$ cat src/rtl/audioport_pkg.sv
// Shared audioport definitions for the I2S receiver: word width, counter widths,
// receiver state encoding and the stereo sample-pair payload.
package audioport_pkg;

   localparam int unsigned I2S_WORD_BITS    = 24;
   localparam int unsigned I2S_CNT_BITS     = 5;
   localparam int unsigned FRAME_COUNT_BITS = 16;

   typedef enum logic [1:0] {
      IDLE  = 2'd0,
      LEFT  = 2'd1,
      RIGHT = 2'd2
   } i2s_rx_state_t;

   typedef struct packed {
      logic [I2S_WORD_BITS-1:0] left;
      logic [I2S_WORD_BITS-1:0] right;
   } i2s_sample_pair_t;

endpackage

$ cat src/rtl/i2s_rx_sync.sv
// Brings the asynchronous I2S pins into the clk domain and flags sck rising edges.
// ws_s/sd_s are aligned with sck_rise so they can be sampled in the same cycle.
module i2s_rx_sync (
   input  logic clk,
   input  logic rst,
   input  logic sck_in,
   input  logic ws_in,
   input  logic sdi_in,
   output logic sck_rise,
   output logic ws_s,
   output logic sd_s
);

   logic [1:0] sck_sync;
   logic [1:0] ws_sync;
   logic [1:0] sd_sync;
   logic       sck_hist;

   always_ff @(posedge clk) begin
      if (rst) begin
         sck_sync <= 2'b00;
         ws_sync  <= 2'b00;
         sd_sync  <= 2'b00;
         sck_hist <= 1'b0;
      end else begin
         sck_sync <= {sck_sync[0], sck_in};
         ws_sync  <= {ws_sync[0], ws_in};
         sd_sync  <= {sd_sync[0], sdi_in};
         sck_hist <= sck_sync[1];
      end
   end

   assign sck_rise = sck_sync[1] & ~sck_hist;
   assign ws_s     = ws_sync[1];
   assign sd_s     = sd_sync[1];

endmodule

$ cat src/rtl/i2s_rx_unit.sv
// I2S stereo receiver: deserialises 24-bit left/right words and publishes a pair
// once a complete left word is followed by a complete right word.
module i2s_rx_unit
   import audioport_pkg::*;
(
   input  logic        clk,
   input  logic        rst,
   input  logic        enable_in,
   input  logic        clr_in,
   input  logic        sck_in,
   input  logic        ws_in,
   input  logic        sdi_in,
   output logic [23:0] audio0_out,
   output logic [23:0] audio1_out,
   output logic        valid_out,
   output logic        err_out,
   output logic [15:0] frame_count_out
);

   localparam logic [I2S_CNT_BITS-1:0]     CNT_FULL = I2S_CNT_BITS'(I2S_WORD_BITS);
   localparam logic [I2S_CNT_BITS-1:0]     CNT_LAST = I2S_CNT_BITS'(I2S_WORD_BITS - 1);
   localparam logic [I2S_CNT_BITS-1:0]     CNT_ONE  = I2S_CNT_BITS'(1);
   localparam logic [FRAME_COUNT_BITS-1:0] FC_ONE   = FRAME_COUNT_BITS'(1);

   logic sck_rise;
   logic ws_s;
   logic sd_s;

   i2s_rx_sync u_sync (
      .clk      (clk),
      .rst      (rst),
      .sck_in   (sck_in),
      .ws_in    (ws_in),
      .sdi_in   (sdi_in),
      .sck_rise (sck_rise),
      .ws_s     (ws_s),
      .sd_s     (sd_s)
   );

   i2s_rx_state_t                 state_q, state_d;
   logic                          ws_prev_q, ws_prev_d;
   logic [I2S_CNT_BITS-1:0]       bit_cnt_q, bit_cnt_d;
   i2s_sample_pair_t              shift_q, shift_d;
   logic                          left_ok_q, left_ok_d;
   logic [I2S_WORD_BITS-1:0]      audio0_d, audio1_d;
   logic                          valid_d, err_d;
   logic [FRAME_COUNT_BITS-1:0]   frame_count_d;
   logic                          err_evt, publish;

   always_ff @(posedge clk) begin
      if (rst) begin
         state_q         <= IDLE;
         ws_prev_q       <= 1'b0;
         bit_cnt_q       <= '0;
         shift_q         <= '0;
         left_ok_q       <= 1'b0;
         audio0_out      <= '0;
         audio1_out      <= '0;
         valid_out       <= 1'b0;
         err_out         <= 1'b0;
         frame_count_out <= '0;
      end else begin
         state_q         <= state_d;
         ws_prev_q       <= ws_prev_d;
         bit_cnt_q       <= bit_cnt_d;
         shift_q         <= shift_d;
         left_ok_q       <= left_ok_d;
         audio0_out      <= audio0_d;
         audio1_out      <= audio1_d;
         valid_out       <= valid_d;
         err_out         <= err_d;
         frame_count_out <= frame_count_d;
      end
   end

   always_comb begin
      state_d       = state_q;
      ws_prev_d     = ws_prev_q;
      bit_cnt_d     = bit_cnt_q;
      shift_d       = shift_q;
      left_ok_d     = left_ok_q;
      audio0_d      = audio0_out;
      audio1_d      = audio1_out;
      valid_d       = 1'b0;
      err_d         = err_out;
      frame_count_d = frame_count_out;
      err_evt       = 1'b0;
      publish       = 1'b0;

      // ws history tracks the line even while disabled so re-enable sees true WS edges
      if (sck_rise) begin
         ws_prev_d = ws_s;
      end

      if (!enable_in) begin
         state_d   = IDLE;
         bit_cnt_d = '0;
         left_ok_d = 1'b0;
      end else if (sck_rise) begin
         if (ws_s != ws_prev_q) begin
            bit_cnt_d = '0;
            err_evt   = (state_q != IDLE) && (bit_cnt_q < CNT_FULL);
            case (state_q)
               IDLE: begin
                  if (!ws_s) begin
                     state_d   = LEFT;
                     left_ok_d = 1'b0;
                  end
               end
               LEFT: begin
                  if (ws_s) begin
                     state_d   = RIGHT;
                     left_ok_d = (bit_cnt_q == CNT_FULL);
                  end
               end
               RIGHT: begin
                  if (!ws_s) begin
                     state_d   = LEFT;
                     left_ok_d = 1'b0;
                  end
               end
               default: begin
                  state_d   = IDLE;
                  left_ok_d = 1'b0;
               end
            endcase
         end else if ((state_q != IDLE) && (bit_cnt_q < CNT_FULL)) begin
            bit_cnt_d = bit_cnt_q + CNT_ONE;
            if (state_q == LEFT) begin
               shift_d.left = {shift_q.left[I2S_WORD_BITS-2:0], sd_s};
            end else begin
               shift_d.right = {shift_q.right[I2S_WORD_BITS-2:0], sd_s};
               publish       = (bit_cnt_q == CNT_LAST) && left_ok_q;
            end
         end
      end

      if (publish) begin
         audio0_d      = shift_q.left;
         audio1_d      = shift_d.right;
         valid_d       = 1'b1;
         frame_count_d = frame_count_out + FC_ONE;
      end

      if (clr_in) begin
         err_d         = 1'b0;
         frame_count_d = '0;
      end

      // a framing error wins over a simultaneous clear
      if (err_evt) begin
         err_d = 1'b1;
      end
   end

endmodule

$ cat config.mk
export PLATFORM = sky130hd
export DESIGN_NAME = i2s_rx_unit
export DESIGN_NICKNAME = d
export VERILOG_FILES = /design/src/rtl/audioport_pkg.sv /design/src/rtl/i2s_rx_sync.sv /design/src/rtl/i2s_rx_unit.sv
export SDC_FILE = /design/constraint.sdc
export NUM_CORES = 1
export LEC_CHECK = 0
export BUFFER_PORTS_ARGS = -buffer_cell sky130_fd_sc_hd__buf_2
export CAP_MARGIN = 20
export CORE_ASPECT_RATIO = 1.1
export CORE_UTILIZATION = 25
export DETAILED_ROUTE_END_ITERATION = 8
export GPL_ROUTABILITY_DRIVEN = 0
export PLACE_DENSITY_LB_ADDON = 0.1
export SLEW_MARGIN = 20
export SYNTH_ARGS = -nofsm -noshare
export SYNTH_HDL_FRONTEND = slang
export SYNTH_SLANG_ARGS = --single-unit
$ cat constraint.sdc
create_clock -name clk -period 4.6 [get_ports clk]
set_clock_uncertainty 0.2 [all_clocks]
set_input_delay 0.23 -clock clk [delete_from_list [all_inputs] [get_ports clk]]
set_output_delay 0.23 -clock clk [all_outputs]
set_load 0.05 [all_outputs]
==> key figures, run 1 <==
Place
  – IO buf count: 72
  – Post-detail-place hpwl: roughly 7.6 mm

Finish
  – Area Growth Syn to Fin: 23.9%
  – # nets final: approximately 630
  – Fraction of layout instances using a drive strength above 1: 17.7%
  – Count of antenna diodes in the layout: 0

Setup path
  – Total number of cells along the worst setup path: 4
  – Data arrival, critical path: 3.11 ns
  – Reg2reg path depth: 4
  – Destination of the critical timing path: frame_count_out[14]$_SDFFE_PP0P_
  – WP data required: approximately 4.7 ns
  – Max stage delay cell, worst path: nand4_4
  – Nature of the critical path endpoint: flop
  – Setup slack of the most critical reg-to-reg path: 1.63 ns
  – Cells along the critical path: nor2b_1, nand4_4, or4_1, a21oi_1
  – Largest incremental delay on the critical path: 0.81 ns
  – Crit start category: flop
  – Family of cells with the greatest summed delay on the critical path: simple AND/OR/NAND/NOR gates
  – Worst setup path class: reg2reg
  – Worst reg2reg path endpoint: frame_count_out[14]$_SDFFE_PP0P_
  – Max FO, Critical Path: 65
  – Crit path launch: u_sync.sck_sync[1]$_SDFF_PP0_
  – Launch instance of the worst register-to-register path: u_sync.sck_sync[1]$_SDFF_PP0_
  – Number of buffer and inverter instances along the worst setup path: 0

STA
  – Setup TNS: 0 ns
  – Setup repair after global routing missed its margin: no
  – Tightest Pin Transition: 1.07 ns
  – Share of the cycle needed by the critical path after routing: 64.5%
  – Final Setup Violations: 0
  – Count of final hold-check violations: 0
  – Achievable clock frequency: 0.337 GHz
  – Worst slew slack as a fraction of its limit: 28.7%
  – Post-layout min period: approximately 3.0 ns
  – Max-slew violation total from the final report: 0

Clocking
  – Number of levels the H-tree was split into: 4
  – CTS tree: built
  – Post-cts sizing count: 0
  – Maximum clock insertion buffer count: 2
  – Buffer cell driving the clock tree root: clkbuf_16
  – Skew-Pair Late Insertion Delay: around 0.4 ns
  – Clock-pin slew reported for the worst setup and hold paths after clock tree synthesis: 0.06 ns
  – Number of clock buffers inserted by TritonCTS: 17
  – CTS sink cnt: roughly 130

Power and ir drop
  – Power Density: 433 mW/mm²
  – Peak VDD IR: 0.250 mV
  – Final Total Pwr: 2.69 mW
  – Leak pwr: approximately 2.4 nW

Global routing
  – Number of global-route vias before repair: between 4,000 and 5,000
  – Initial antenna violation count: 0
  – First-pass GRT wire length: ~21 mm
  – Total congestion overflow after global routing: 0
  – GR Util All Layers: between 10% and 20%
  – Maximum number of pins on one net before global-route repair: 66

Drt
  – DRT antenna net count: 0
  – Routed vias/inst: between 4 and 5
  – Post-route DRC: 0
  – Drt pass-1 iters: 5
  – Number of design-rule violations left by the first detailed-router iteration: around 250
  – Routed wire length per instance: 14.3 µm
  – Total Wirelength: approximately 13 mm
  – Total via count after detailed routing: ~4,300

Die
  – Core area: 0.0194 mm²
  – Total number of placement rows: 53
  – Vert. Die Dim: approximately 150 µm
  – Top-level port count: 73
  – Floorplan die width: between 100 and 150 µm
  – Die area: 0.0206 mm²
  – Initial cell density of the core: about a quarter

Yosys
  – Share of async-settable or async-resettable flops after synthesis: 0%
  – Synth Area in Simple Gates: 19.0%
  – Yosys warning count: 0
  – Register bit total from synthesis: approximately 130
  – Number of cells produced by synthesis: ~580
  – Mux contribution to synthesized area: 5.00%
  – Count of unique library cells instantiated by Yosys: 39
  – Netlist area before placement: roughly 0.005 mm²
  – Count of flip-flops with a built-in enable after synthesis: 0
  – Adder-Cell Fraction of Synth Area: less than 1%
  – Syn_area_per_cell: about 8.7 µm²
  – Main combinational cell family by area after synthesis: simple AND/OR/NAND/NOR gates
  – XOR/XNOR share of the synthesized area: less than 1%
  – Top flip-flop cell by instance count after synthesis: dfxtp_1
  – Share of the yosys chip area belonging to registers: about half
  – Syn nets: between 500 and 600
  – Compound-cell area share of the yosys netlist: between 10% and 20%

Min path
  – Worst hold-check path type: in2reg

Outcome
  – Run status: finished clean

Job
  – Max-cap viol count: 0
-- worst min path at each step --
stage,from,to,cells after the start,slack [ns]
3_5_place_dp,u_sync.sd_sync[0]$_SDFF_PP0_,u_sync.sd_sync[1]$_SDFF_PP0_,1,0.23
3_3_place_gp,u_sync.ws_sync[0]$_SDFF_PP0_,u_sync.ws_sync[1]$_SDFF_PP0_,1,0.23
2_1_floorplan,sck_in,u_sync.sck_sync[0]$_SDFF_PP0_,1,0.16
5_1_grt,enable_in,left_ok_q$_SDFFE_PP0P_,3,0.08
4_1_cts,enable_in,bit_cnt_q[1]$_SDFFE_PP0P_,3,0.03
6_report,enable_in,bit_cnt_q[1]$_SDFFE_PP0P_,3,0.05
-- where the power goes --
group | switching [mW] | internal (mW)
clock | 0.491 | 1.04
sequential | 0.00150 | 1.12
combinational | 0.0258 | 0.00874
-- cell type report --
type	count	area, µm²
inverters	4	15.0
clock inverters	11	208
clock buffers	21	460
well taps	247	309
fillers	2071	13200
flip-flops and latches	129	2580
multi-input cells	393	2210
repair buffers	79	423
-- cells in the final DEF, fill, tap and decap left out, types with 13 or more instances in the layout --
cell | Yosys | routed
a21oi_1 | 92 | 92
nor2_1 | 29 | 29
or4_1 | 13 | 13
dfxtp_1 | 129 | 129
mux2i_1 | 25 | 25
nand2_1 | 54 | 53
clkbuf_16 | 0 | 17
nand3_1 | 56 | 56
buf_2 | 10 | 71
o21ai_0 | 56 | 56
-- what timing repair did --
item                                    in CTS  in global routing
buffers inserted                             0                  0
endpoints found under the setup margin       0                  0
hold buffers                                 3                  0
endpoints found under the hold margin        3                  0
-- cells by family after synthesis --
logic type | Yosys count
AO/OA/AOI/OAI | 170
XOR/XNOR | 4
adder cells (fa/ha/maj) | 3
buffers and inverters | 56
flip-flops | 129
multiplexers | 25
AND/OR/NAND/NOR | 191
-- metal layers --
layer	up-vias	track usage (%)	routed length [µm]
li1	2138	-	-
met1	2042	17.2	6460
met2	81	19.5	5600
met3	5	3.57	471
met4	0	5.11	82
met5	-	0	0
-- synth_stat cells, drive strengths merged, types with 3 or more instances --
cell | instances | share of area, %
a21oi | 92 | 9.2
clkbuf | 29 | 2.2
o31ai | 12 | 1.8
nand3 | 56 | 5.6
nand2b | 3 | 0.37
or4 | 13 | 1.9
nor2b | 10 | 1.2
nand4 | 9 | 1.2
and4 | 4 | 0.70
or3 | 4 | 0.50
nand2 | 54 | 4.0
o21ai | 56 | 5.6
buf | 23 | 2.1
ha | 3 | 0.75
nor2 | 29 | 2.2
inv | 4 | 0.30
dfxtp | 129 | 52
mux2i | 25 | 5.0
-- state kept, by name (all words and copies together) (netlist names), 2 cells and up --
register and cells:
audio0_out 24, audio1_out 24, bit_cnt_q 5, frame_count_out 16
shift_q 47, state_q 2, u_sync.sck_sync 2, u_sync.sd_sync 2
u_sync.ws_sync 2
-- metrics by stage --
stage | instance area [µm²] | worst slack [ns] | utilization (%) | cells | hold WS [ns]
after global routing | 6210 | 1.37 | 32.1 | 884 | 0.0777
after global placement | 5510 | 1.69 | 28.5 | 849 | 0.230
after detailed placement | 5510 | 1.64 | 28.5 | 849 | 0.225
after floorplan | 5010 | 2.42 | - | 578 | 0.158
final | 6210 | 1.63 | 32.1 | 884 | 0.0480
after CTS | 6210 | 1.62 | 32.1 | 884 | 0.0344
-- worst reg2reg max path: stages, from the launching register on --
cell     delay (ns)
dfxtp_1        0.33
nor2b_1        0.59
nand4_4        0.81
or4_1          0.79
a21oi_1        0.17
(Power assumes the default switching activity.)
==> run 2: changes to the inputs <==
- ABC_AREA: unset -> 1
- clock period: 4.6 -> 2.9 ns (I/O delays scaled with it)
==> key figures, run 2 <==
Setup path
  – Data arrival, critical path: 2.21 ns (was 3.11 ns)
  – Setup slack of the most critical reg-to-reg path: 0.79 ns (was 1.63 ns)
  – Reg2reg path depth: 9 (was 4)
  – Max FO, Critical Path: 69 (was 65)
  – Launch instance of the worst register-to-register path: bit_cnt_q[0]$_SDFFE_PP0P_ (was u_sync.sck_sync[1]$_SDFF_PP0_)
  – Nature of the critical path endpoint: flop (unchanged)
  – Worst setup path class: reg2reg (unchanged)
  – Crit start category: flop (unchanged)
  – WP data required: 3.00 ns (was 4.74 ns)
  – Worst reg2reg path endpoint: frame_count_out[3]$_SDFFE_PP0P_ (was frame_count_out[14]$_SDFFE_PP0P_)

Drt
  – Drt pass-1 iters: 8 (was 5)
  – Number of design-rule violations left by the first detailed-router iteration: 204 (was 252)
  – DRT antenna net count: 0 (unchanged)
  – Post-route DRC: 3 (was 0)
  – Total via count after detailed routing: 4,484 (was 4,266)
  – Routed wire length per instance: 11.7 µm (was 14.3 µm)
  – Routed vias/inst: 4.29 (was 4.83)
  – Total Wirelength: 12.2 mm (was 12.6 mm)

STA
  – Worst slew slack as a fraction of its limit: 48.5% (was 28.7%)
  – Achievable clock frequency: 0.474 GHz (was 0.337 GHz)
  – Tightest Pin Transition: 0.772 ns (was 1.07 ns)
  – Share of the cycle needed by the critical path after routing: 72.7% (was 64.5%)
  – Post-layout min period: 2.11 ns (was 2.97 ns)
  – Setup repair after global routing missed its margin: no (unchanged)
  – Count of final hold-check violations: 0 (unchanged)
  – Final Setup Violations: 0 (unchanged)
  – Max-slew violation total from the final report: 0 (unchanged)
  – Setup TNS: 0 ns (unchanged)

Yosys
  – Count of flip-flops with a built-in enable after synthesis: 0 (unchanged)
  – Yosys warning count: 0 (unchanged)
  – Top-count cell post-synth: nor2_1 (was dfxtp_1)
  – Register bit total from synthesis: 130 (was 129)
  – Netlist area before placement: 0.00516 mm² (was 0.00501 mm²)
  – Dominant cell type by area after synthesis: dfxtp_1 (unchanged)
  – Count of unique library cells instantiated by Yosys: 32 (was 39)
  – Area share of the leading cell type in the synthesized netlist: 50.4% (was 51.6%)
  – Syn_area_per_cell: 7.26 µm² (was 8.67 µm²)
  – Share of async-settable or async-resettable flops after synthesis: 0% (unchanged)
  – Most common library cells after synthesis: 191 x nor2_1, 130 x dfxtp_1, 125 x nand2_1 (was 129 x dfxtp_1, 92 x a21oi_1, 56 x nand3_1, 56 x o21ai_0, 54 x nand2_1)
  – Top flip-flop cell by instance count after synthesis: dfxtp_1 (unchanged)
  – Share of the yosys chip area belonging to registers: 50.4% (was 51.6%)
  – Syn nets: 721 (was 588)
  – Number of cells produced by synthesis: 711 (was 578)
  – Most area-consuming cells after synthesis: dfxtp_1 50%, nor2_1 14%, nand2_1 9.1%, o21ai_0 5.4%, inv_1 4.9% (was dfxtp_1 52%, a21oi_1 9.2%, nand3_1 5.6%, o21ai_0 5.6%, mux2i_1 5.0%)

Place
  – Placed Instance Area: 0.00572 mm² (was 0.00551 mm²)
  – Post-detail-place hpwl: 8.00 mm (was 7.61 mm)
  – IO buf count: 72 (unchanged)

Job
  – Max-cap viol count: 0 (unchanged)

Global routing
  – Number of global-route vias before repair: 4,220 (was 4,006)
  – Busiest layer in global routing: met2 (unchanged)
  – Total congestion overflow after global routing: 0 (unchanged)
  – Global Route met3 Usage: 3.93% (was 3.57%)
  – First-pass GRT wire length: 20.5 mm (about the same)
  – Initial antenna violation count: 0 (unchanged)
  – Maximum number of pins on one net before global-route repair: 70 (was 66)
  – GR Util All Layers: 12.1% (was 12.9%)
  – Fraction of met2 tracks used by global routing: 20.0% (was 19.5%)
  – GRT met1 Usage: 14.8% (was 17.2%)

Finish
  – Most frequent cells in the layout: 191 x nor2_1, 130 x dfxtp_1, 125 x nand2_1, 72 x buf_2, 68 x inv_1 (was 129 x dfxtp_1, 92 x a21oi_1, 71 x buf_2, 56 x nand3_1, 56 x o21ai_0)
  – Max FFs per register: 48 (was 47)
  – Filler cell count: 2,170 (was 2,071)
  – Register bank with the most flops: shift_q (unchanged)
  – Area Growth Syn to Fin: 23.7% (was 23.9%)
  – # nets final: 791 (was 634)
  – Largest registers: shift_q (48), audio0_out (24), audio1_out (24) (was shift_q (47), audio0_out (24), audio1_out (24))
  – Final instance area: 0.00639 mm² (was 0.00621 mm²)
  – Fraction of layout instances using a drive strength above 1: 15.8% (was 17.7%)
  – Most frequent standard cell in the layout excluding fill and tap cells: nor2_1 (was dfxtp_1)
  – Count of antenna diodes in the layout: 0 (unchanged)

Die
  – Top-level port count: 73 (unchanged)
  – Vert. Die Dim: 153 µm (was 150 µm)
  – Total number of placement rows: 54 (was 53)
  – Die area: 0.0212 mm² (was 0.0206 mm²)
  – Core area: 0.0201 mm² (was 0.0194 mm²)
  – Floorplan die width: 139 µm (was 137 µm)
  – Initial cell density of the core: 25.7% (was 25.9%)

Clocking
  – CTS tree: built (unchanged)
  – Number of levels the H-tree was split into: 4 (unchanged)
  – Clock-pin slew reported for the worst setup and hold paths after clock tree synthesis: 0.06 ns (about the same)
  – CTS sink cnt: 130 (was 129)
  – Buffer cell driving the clock tree root: clkbuf_16 (unchanged)
  – Skew-Pair Late Insertion Delay: 0.41 ns (about the same)
  – Number of clock buffers inserted by TritonCTS: 17 (unchanged)
  – Maximum clock insertion buffer count: 2 (unchanged)

Min path
  – Hold_sp: rst (was enable_in)
  – Hold worst-path end: u_sync.sck_sync[0]$_SDFF_PP0_ (was bit_cnt_q[1]$_SDFFE_PP0P_)
  – Count of cells along the worst hold path: 2 (was 3)
  – Worst hold-check path type: in2reg (unchanged)

Power and ir drop
  – Peak VDD IR: 0.387 mV (was 0.250 mV)
  – Leak pwr: 2.87 nW (was 2.39 nW)
  – Power Density: 643 mW/mm² (was 433 mW/mm²)
  – Final Total Pwr: 4.11 mW (was 2.69 mW)

Outcome
  – Violations in the final reports: DRC
  – Run status: complete, but fails checks (was finished clean)
-- run 2: cell types whose count changed in the layout (fill, tap and decap cells not counted), moves of 12 or more --
cell,before,now
nand3_1,56,35
a21oi_1,92,34
inv_1,4,68
nand2_1,53,125
or4_1,13,0
mux2i_1,25,0
o31ai_1,12,0
nor2_1,29,191
-- run 2: final cells by class --
class	count	area [µm²]	area share [%]
Clock buffer	23	498	7.79
Clock inverter	8	125	1.96
Inverter	71	268	4.19
Multi-Input combinational cell	478	2110	33.1
Sequential cell	130	2600	40.7
Tap cell	252	315	4.94
Timing Repair Buffer	83	468	7.32
-- run 2: worst max-delay path by stage --
stage / to / startpoint / slack [ns] / cells after the start
global placement: frame_count_out[9]$_SDFFE_PP0P_ / bit_cnt_q[0]$_SDFFE_PP0P_ / 0.82 / 9
CTS: frame_count_out[9]$_SDFFE_PP0P_ / bit_cnt_q[0]$_SDFFE_PP0P_ / 0.76 / 9
finish: frame_count_out[3]$_SDFFE_PP0P_ / bit_cnt_q[0]$_SDFFE_PP0P_ / 0.79 / 9
floorplan: frame_count_out[8]$_SDFFE_PP0P_ / frame_count_out[0]$_SDFFE_PP0P_ / 0.98 / 8
global route: frame_count_out[9]$_SDFFE_PP0P_ / bit_cnt_q[0]$_SDFFE_PP0P_ / 0.56 / 9
detailed placement: frame_count_out[3]$_SDFFE_PP0P_ / bit_cnt_q[0]$_SDFFE_PP0P_ / 0.77 / 9
-- run 2: metrics by stage --
step                std cells  setup slack (ns)  hold slack [ns]  utilization [%]
global route             1045             0.560           0.0422             31.8
floorplan                 711             0.980           0.0520                -
global placement         1009             0.822            0.154             28.5
finish                   1045             0.792           0.0430             31.8
detailed placement       1009             0.765            0.157             28.5
CTS                      1045             0.758           0.0385             31.8
-- run 2: timing repair --
item | CTS | global route
buffers inserted | 0 | 0
resized for setup | 0 | 0
hold buffers | 5 | 0
endpoints found under the hold margin | 14 | 0
-- run 2: routing by layer --
metal,vias to the layer above,routed length [µm]
li1,2353,-
met1,2043,6080
met2,72,5480
met3,16,471
met4,0,159
met5,-,0
-- run 2: cells by family after synthesis --
family / Yosys count / synth area share [%]
XOR/XNOR: 1 / 0.170
AND/OR/NAND/NOR: 379 / 30.6
flip-flops: 130 / 50.4
buffers and inverters: 103 / 8.70
adder cells (fa/ha/maj): 3 / 0.727
AO/OA/AOI/OAI: 95 / 9.40
-- run 2: worst max-delay path, stage by stage (launching register included) --
cell and delay, ns:
dfxtp_1 0.37, ha_1 0.23, nand3_1 0.19, nor2_8 0.20, inv_2 0.06, nor2_4 0.13, buf_12 0.30, nand2_1 0.10
o21ai_0 0.16, nor2_1 0.05
-- run 2: where the power goes --
group	total, mW	switching (mW)	internal, mW
logic	0.0682	0.0475	0.0207
registers	1.79	0.00201	1.79
clock network	2.25	0.786	1.46
